--- src/rtl/irq_source_gen.sv ---
// Interrupt request generator: three debounced event inputs are queued per line
// and issued to the arbiter as pulses, each acknowledged by the line's wait rise/fall.

module irq_line #(
    parameter int DEBOUNCE    = 16,
    parameter int PULSE_LEN   = 2,
    parameter int GAP         = 4,
    parameter int ACK_TIMEOUT = 64,
    parameter int PEND_W      = 3
) (
    input  logic              clk,
    input  logic              CLR,
    input  logic              evt_raw,
    input  logic              en,
    input  logic              irq_wait,
    input  logic              ovf_clr,
    output logic              ir,
    output logic [PEND_W-1:0] pend_cnt,
    output logic              ovf,
    output logic              busy
);
    localparam int TMAX0 = (PULSE_LEN > GAP) ? PULSE_LEN : GAP;
    localparam int TMAX  = (TMAX0 > ACK_TIMEOUT) ? TMAX0 : ACK_TIMEOUT;
    localparam int TW    = $clog2(TMAX + 1);
    localparam int DW    = $clog2(DEBOUNCE + 1);

    typedef enum logic [2:0] {IDLE, PULSE, WAIT_RISE, WAIT_FALL, HOLD} state_t;

    logic          sync1, sync2, level, evt_pulse;
    logic [DW-1:0] db_cnt;
    state_t        state, state_nxt;
    logic [TW-1:0] tmr, tmr_nxt;
    logic          dec, inc, full, sat;

    always_ff @(posedge clk or posedge CLR) begin
        if (CLR) begin
            sync1     <= 1'b0;
            sync2     <= 1'b0;
            level     <= 1'b0;
            db_cnt    <= '0;
            evt_pulse <= 1'b0;
        end else begin
            sync1     <= evt_raw;
            sync2     <= sync1;
            evt_pulse <= 1'b0;
            if (sync2 == level) begin
                db_cnt <= '0;
            end else if (db_cnt == DW'(DEBOUNCE - 1)) begin
                // evt_pulse is registered together with the flip so latency stays 2+DEBOUNCE
                level     <= sync2;
                db_cnt    <= '0;
                evt_pulse <= sync2;
            end else begin
                db_cnt <= db_cnt + 1'b1;
            end
        end
    end

    always_comb begin
        state_nxt = state;
        tmr_nxt   = tmr;
        dec       = 1'b0;
        if (!en) begin
            state_nxt = IDLE;
            tmr_nxt   = '0;
        end else begin
            case (state)
                IDLE: if (pend_cnt != '0) begin
                    state_nxt = PULSE;
                    tmr_nxt   = TW'(PULSE_LEN);
                end
                PULSE: if (tmr <= TW'(1)) begin
                    state_nxt = WAIT_RISE;
                    tmr_nxt   = '0;
                end else begin
                    tmr_nxt = tmr - 1'b1;
                end
                WAIT_RISE: if (irq_wait) begin
                    state_nxt = WAIT_FALL;
                end else if (tmr == TW'(ACK_TIMEOUT - 1)) begin
                    state_nxt = PULSE;
                    tmr_nxt   = TW'(PULSE_LEN);
                end else begin
                    tmr_nxt = tmr + 1'b1;
                end
                WAIT_FALL: if (!irq_wait) begin
                    state_nxt = HOLD;
                    tmr_nxt   = '0;
                    dec       = 1'b1;
                end
                HOLD: if (tmr == TW'(GAP - 1)) begin
                    state_nxt = IDLE;
                    tmr_nxt   = '0;
                end else begin
                    tmr_nxt = tmr + 1'b1;
                end
                default: begin
                    state_nxt = IDLE;
                    tmr_nxt   = '0;
                end
            endcase
        end
    end

    assign inc  = evt_pulse & en;
    assign full = &pend_cnt;
    assign sat  = inc & ~dec & full;

    always_ff @(posedge clk or posedge CLR) begin
        if (CLR) begin
            state    <= IDLE;
            tmr      <= '0;
            ir       <= 1'b0;
            pend_cnt <= '0;
            ovf      <= 1'b0;
        end else begin
            state <= state_nxt;
            tmr   <= tmr_nxt;
            ir    <= (state_nxt == PULSE);
            if (inc && !dec && !full)
                pend_cnt <= pend_cnt + 1'b1;
            else if (dec && !inc)
                pend_cnt <= pend_cnt - 1'b1;
            if (sat)
                ovf <= 1'b1;
            else if (ovf_clr)
                ovf <= 1'b0;
        end
    end

    assign busy = (state != IDLE) || (pend_cnt != '0);
endmodule

module irq_source_gen #(
    parameter int DEBOUNCE    = 16,
    parameter int PULSE_LEN   = 2,
    parameter int GAP         = 4,
    parameter int ACK_TIMEOUT = 64,
    parameter int PEND_W      = 3
) (
    input  logic                clk,
    input  logic                CLR,
    input  logic [2:0]          evt_raw,
    input  logic [2:0]          en,
    input  logic [2:0]          irq_wait,
    input  logic [2:0]          ovf_clr,
    output logic [2:0]          ir,
    output logic [3*PEND_W-1:0] pend_cnt,
    output logic [2:0]          ovf,
    output logic                busy
);
    logic [2:0] line_busy;

    for (genvar n = 0; n < 3; n++) begin : g_line
        irq_line #(
            .DEBOUNCE(DEBOUNCE), .PULSE_LEN(PULSE_LEN), .GAP(GAP),
            .ACK_TIMEOUT(ACK_TIMEOUT), .PEND_W(PEND_W)
        ) u_line (
            .clk     (clk),
            .CLR     (CLR),
            .evt_raw (evt_raw[n]),
            .en      (en[n]),
            .irq_wait(irq_wait[n]),
            .ovf_clr (ovf_clr[n]),
            .ir      (ir[n]),
            .pend_cnt(pend_cnt[n*PEND_W +: PEND_W]),
            .ovf     (ovf[n]),
            .busy    (line_busy[n])
        );
    end

    assign busy = |line_busy;
endmodule

--- config.mk ---
export PLATFORM = sky130hd
export DESIGN_NAME = irq_source_gen
export DESIGN_NICKNAME = d
export VERILOG_FILES = /design/src/rtl/irq_source_gen.sv
export SDC_FILE = /design/constraint.sdc
export NUM_CORES = 1
export LEC_CHECK = 0
export BUFFER_PORTS_ARGS = -buffer_cell sky130_fd_sc_hd__buf_2
export CAP_MARGIN = 5
export CORE_UTILIZATION = 55
export CTS_CLUSTER_DIAMETER = 40
export DETAILED_ROUTE_END_ITERATION = 16
export GPL_TIMING_DRIVEN = 0
export PLACE_DENSITY_LB_ADDON = 0.08
export SLEW_MARGIN = 5
export SYNTH_ARGS = -nofsm -noshare
export SYNTH_HDL_FRONTEND = slang
export SYNTH_SLANG_ARGS = --single-unit
--- constraint.sdc ---
create_clock -name clk -period 2.65 [get_ports clk]
set_clock_uncertainty 0.1 [all_clocks]
set_input_delay 0.795 -clock clk [delete_from_list [all_inputs] [get_ports clk]]
set_output_delay 0.795 -clock clk [all_outputs]
set_load 0.02 [all_outputs]
==> flow_metrics.env <==
export IMPL_status="finished, final reports clean"
export IMPL_yosysWarnings=0
export IMPL_maxSlewViolCount=0
export IMPL_finalHoldViolations=0
export IMPL_finalCriticalPeriod_ns=2.552
export IMPL_cpPeakStageDelay_ns=0.48
export IMPL_yosysUniqueCellTypes=78
export IMPL_port_buffers=29
export IMPL_nets=572
export IMPL_netlist_area_mm2=0.004528
export IMPL_cts_root_buf="clkbuf_8"
export IMPL_synth_seq_cells=72
export IMPL_cp_end_kind="primary output"
export IMPL_worstPathArrival_ns=1.66
export IMPL_wl_um=9909
export IMPL_cts_path_max_buffers=2
export IMPL_max_freq_mhz=391.8
export IMPL_min_path_type="flop to flop"
export IMPL_netlist_area_leader_share=0.3979
export IMPL_ys_seq_area_frac=0.3979
export IMPL_grt_max_degree=38
export IMPL_p_per_area_mw_per_mm2=456.5
export IMPL_dpl_cell_area_mm2=0.004825
export IMPL_grt_antenna_before_repair=0
export IMPL_path_clk_slew_ns=0.09
export IMPL_gp_congestion=0.8412
export IMPL_path_max_fanout=6
export IMPL_hpwl_um=6906
export IMPL_area_growth_syn_to_layout_pct=12.99
export IMPL_die_x_um=92.74
export IMPL_initial_core_util=0.5770
export IMPL_cts_tree="built"
export IMPL_fin_crit_sh=0.9631
export IMPL_vias=3904
export IMPL_design_portCount=30
export IMPL_cts_hold_buffers_added=0
export IMPL_power_uw=2335
export IMPL_yosys_area_top_type="dfrtp_1"
export IMPL_coreArea_mm2=0.007848
export IMPL_row_count=32
export IMPL_drive_above_1_share=0.1752
export IMPL_grt_usage=0.2398
export IMPL_htreeDepth=3
export IMPL_setup_tns_final_ns=0
export IMPL_rsz0062_at_grt="no"
export IMPL_maxCapViolations=0
export IMPL_ff2ff_setup_slack_ns=0.17
export IMPL_path_cells="nor4_2 -> nand4_1 -> buf_4"
export IMPL_avgSynthCellArea_um2=9.020
export IMPL_r2r_start="g_line[0].u_line.tmr[0]$_DFFE_PP0P_"
export IMPL_crit_start="g_line[0].u_line.pend_cnt[0]$_DFFE_PP0P_"
export IMPL_tightest_slew_ns=0.7992
export IMPL_synth_area_leaders="dfrtp_1 40%, nor2_1 4.0%, ha_1 3.3%, nand2_1 3.2%, xnor2_1 2.9%"
export IMPL_synth_edf_count=0
export IMPL_diodes=0
export IMPL_drcViolationCount=0
export IMPL_crit_required_ns=1.76
export IMPL_overflow=0
export IMPL_cts_sinks=72
export IMPL_grt_pass1_wl_um=16540
export IMPL_die_h_um=92.74
export IMPL_fill_cells=677
export IMPL_detail_route_wl_per_cell_um=15.24
export IMPL_clock_latency_ns=0.36
export IMPL_cts_inserted_buffers=9
export IMPL_rr_endpoint="g_line[0].u_line.tmr[2]$_DFFE_PP0P_"
export IMPL_design_area_mm2=0.005116
export IMPL_ys_async_sr_fraction=1.000
export IMPL_syn_nets=531
export IMPL_setup_viol=0
export IMPL_leakage_uw=0.002231
export IMPL_dieArea_mm2=0.008600
export IMPL_first_iter_violations=281
export IMPL_multi_input_area_mm2=0.002549
export IMPL_r2r_cells=8
export IMPL_endpoint="busy"
export IMPL_startpoint_type="flop"
export IMPL_drt_pass1_iterations=5
export IMPL_ant_nets=0
export IMPL_syn_inst=502
export IMPL_worst_setup_path_type="flop to primary output"
export IMPL_crit_path_top_delay_cell="dfrtp_1"
export IMPL_synth_main_ff_cell="dfrtp_1"
export IMPL_grt_pass1_vias=3654
export IMPL_maxSlewHeadroom=0.4636
export IMPL_seq_area_mm2=0.001803
export IMPL_vias_per_cell=6.006
export IMPL_peakVddDrop_uv=328.5
## sequential cells by signal (all words and copies together) (netlist names)
name / cells
g_line.u_line.tmr: 21
g_line.u_line.db_cnt: 15
g_line.u_line.pend_cnt: 9
g_line.u_line.state: 9
g_line.u_line.evt_pulse: 3
g_line.u_line.ir: 3
g_line.u_line.level: 3
g_line.u_line.ovf: 3
g_line.u_line.sync1: 3
g_line.u_line.sync2: 3
## power breakdown
part | total [µW] | switching, µW | internal, µW
Combinational | 232 | 143 | 89.0
Sequential | 1150 | 26.1 | 1120
Clock | 955 | 499 | 455
## placed cells by master (no fill, tap or decap), types with 7 or more instances in the layout
| cell | n |
|---|---|
| nand2_1 | 39 |
| nor4_1 | 7 |
| o21ai_1 | 12 |
| nor3_1 | 19 |
| inv_1 | 23 |
| nand3_1 | 19 |
| dfrtp_1 | 71 |
| a21oi_1 | 23 |
| o21ai_0 | 24 |
| clkbuf_8 | 9 |
| nor2_1 | 48 |
| clkbuf_1 | 9 |
| buf_4 | 11 |
| buf_2 | 34 |
| nor3b_1 | 7 |
| o31ai_1 | 10 |
| xnor2_1 | 15 |
| ha_1 | 12 |
| nand2b_1 | 14 |
## area by class of cell
class	count	share of cell area
Tap cell	102	0.02494
Buffer	26	0.02959
Clock inverter	7	0.01663
Multi-Input combinational cell	378	0.4982
Clock buffer	9	0.02421
Sequential cell	72	0.3524
Timing Repair Buffer	32	0.03571
Inverter	24	0.01834
## worst min path at each step
| stage | startpoint | end | slack (ns) | cells past startpoint |
|---|---|---|---|---|
| 2_1_floorplan | g_line[0].u_line.sync1$_DFF_PP0_ | g_line[0].u_line.sync2$_DFF_PP0_ | 0.23 | 0 |
| 3_3_place_gp | g_line[0].u_line.sync1$_DFF_PP0_ | g_line[0].u_line.sync2$_DFF_PP0_ | 0.23 | 0 |
| 3_5_place_dp | g_line[1].u_line.sync1$_DFF_PP0_ | g_line[1].u_line.sync2$_DFF_PP0_ | 0.24 | 0 |
| 4_1_cts | g_line[1].u_line.sync1$_DFF_PP0_ | g_line[1].u_line.sync2$_DFF_PP0_ | 0.25 | 0 |
| 5_1_grt | g_line[0].u_line.sync1$_DFF_PP0_ | g_line[0].u_line.sync2$_DFF_PP0_ | 0.26 | 0 |
| 6_report | g_line[1].u_line.sync1$_DFF_PP0_ | g_line[1].u_line.sync2$_DFF_PP0_ | 0.25 | 0 |
## synth_stat cells (3+ instances only)
| library cell | number |
|---|---|
| nand4_1 | 6 |
| o21ai_1 | 12 |
| nor3b_1 | 8 |
| dfrtp_1 | 72 |
| clkbuf_1 | 12 |
| nand2b_1 | 14 |
| o31a_1 | 4 |
| nor2_1 | 48 |
| xnor2_1 | 15 |
| nand3_1 | 19 |
| mux2_2 | 5 |
| a21oi_1 | 23 |
| nand2_1 | 39 |
| o32a_1 | 4 |
| ha_1 | 12 |
| inv_1 | 24 |
| a21boi_0 | 4 |
| o21bai_1 | 6 |
| or3_1 | 6 |
| fa_1 | 3 |
| o32ai_1 | 3 |
| nor3_1 | 19 |
| buf_2 | 6 |
| xor2_1 | 5 |
| and3_1 | 6 |
| o22ai_1 | 6 |
| o21ai_0 | 24 |
| o31ai_1 | 10 |
| nor2b_1 | 6 |
| buf_4 | 9 |
| nor4_1 | 11 |
| a22oi_1 | 4 |
## layer usage
layer | part of all wire | wire length, µm | up-vias | track usage
li1 | - | - | 1895 | -
met1 | 0.47 | 4643 | 1881 | 0.3273
met2 | 0.48 | 4759 | 111 | 0.3827
met3 | 0.037 | 371 | 17 | 0.03777
met4 | 0.013 | 133 | 0 | 0.09487
met5 | 0 | 0 | - | 0
## timing repair
action | CTS | global route
pin swaps | 0 | 1
endpoints found under the setup margin | 1 | 5
resized for setup | 6 | 9
buffers inserted | 1 | 1
## logic make-up after synthesis
kind of cell,count (synthesis),synth area share
buffers and inverters,52,0.05388
flip-flops,72,0.3979
adder cells (fa/ha/maj),15,0.04642
XOR/XNOR,20,0.03869
AND/OR/NAND/NOR,206,0.2412
multiplexers,7,0.01713
AO/OA/AOI/OAI,130,0.2048
## critical path: cells and delay by family (launching register included)
kind          cells  cell delay (ns)
flops             1             0.48
buf+inv           1             0.20
simple gates      2             0.62
## stage by stage
| step | util | setup WS (ns) | hold slack [ns] | instances |
|---|---|---|---|---|
| floorplan | - | 0.3080 | 0.2312 | 502 |
| global placement | 0.6122 | 0.02066 | 0.2343 | 633 |
| detailed placement | 0.6148 | -0.005677 | 0.2396 | 634 |
| CTS | 0.6454 | 0.01534 | 0.2516 | 650 |
| global route | 0.6519 | 0.003836 | 0.2574 | 650 |
| finish | 0.6519 | 0.09781 | 0.2457 | 650 |
Power figures use the tool's default switching activity.
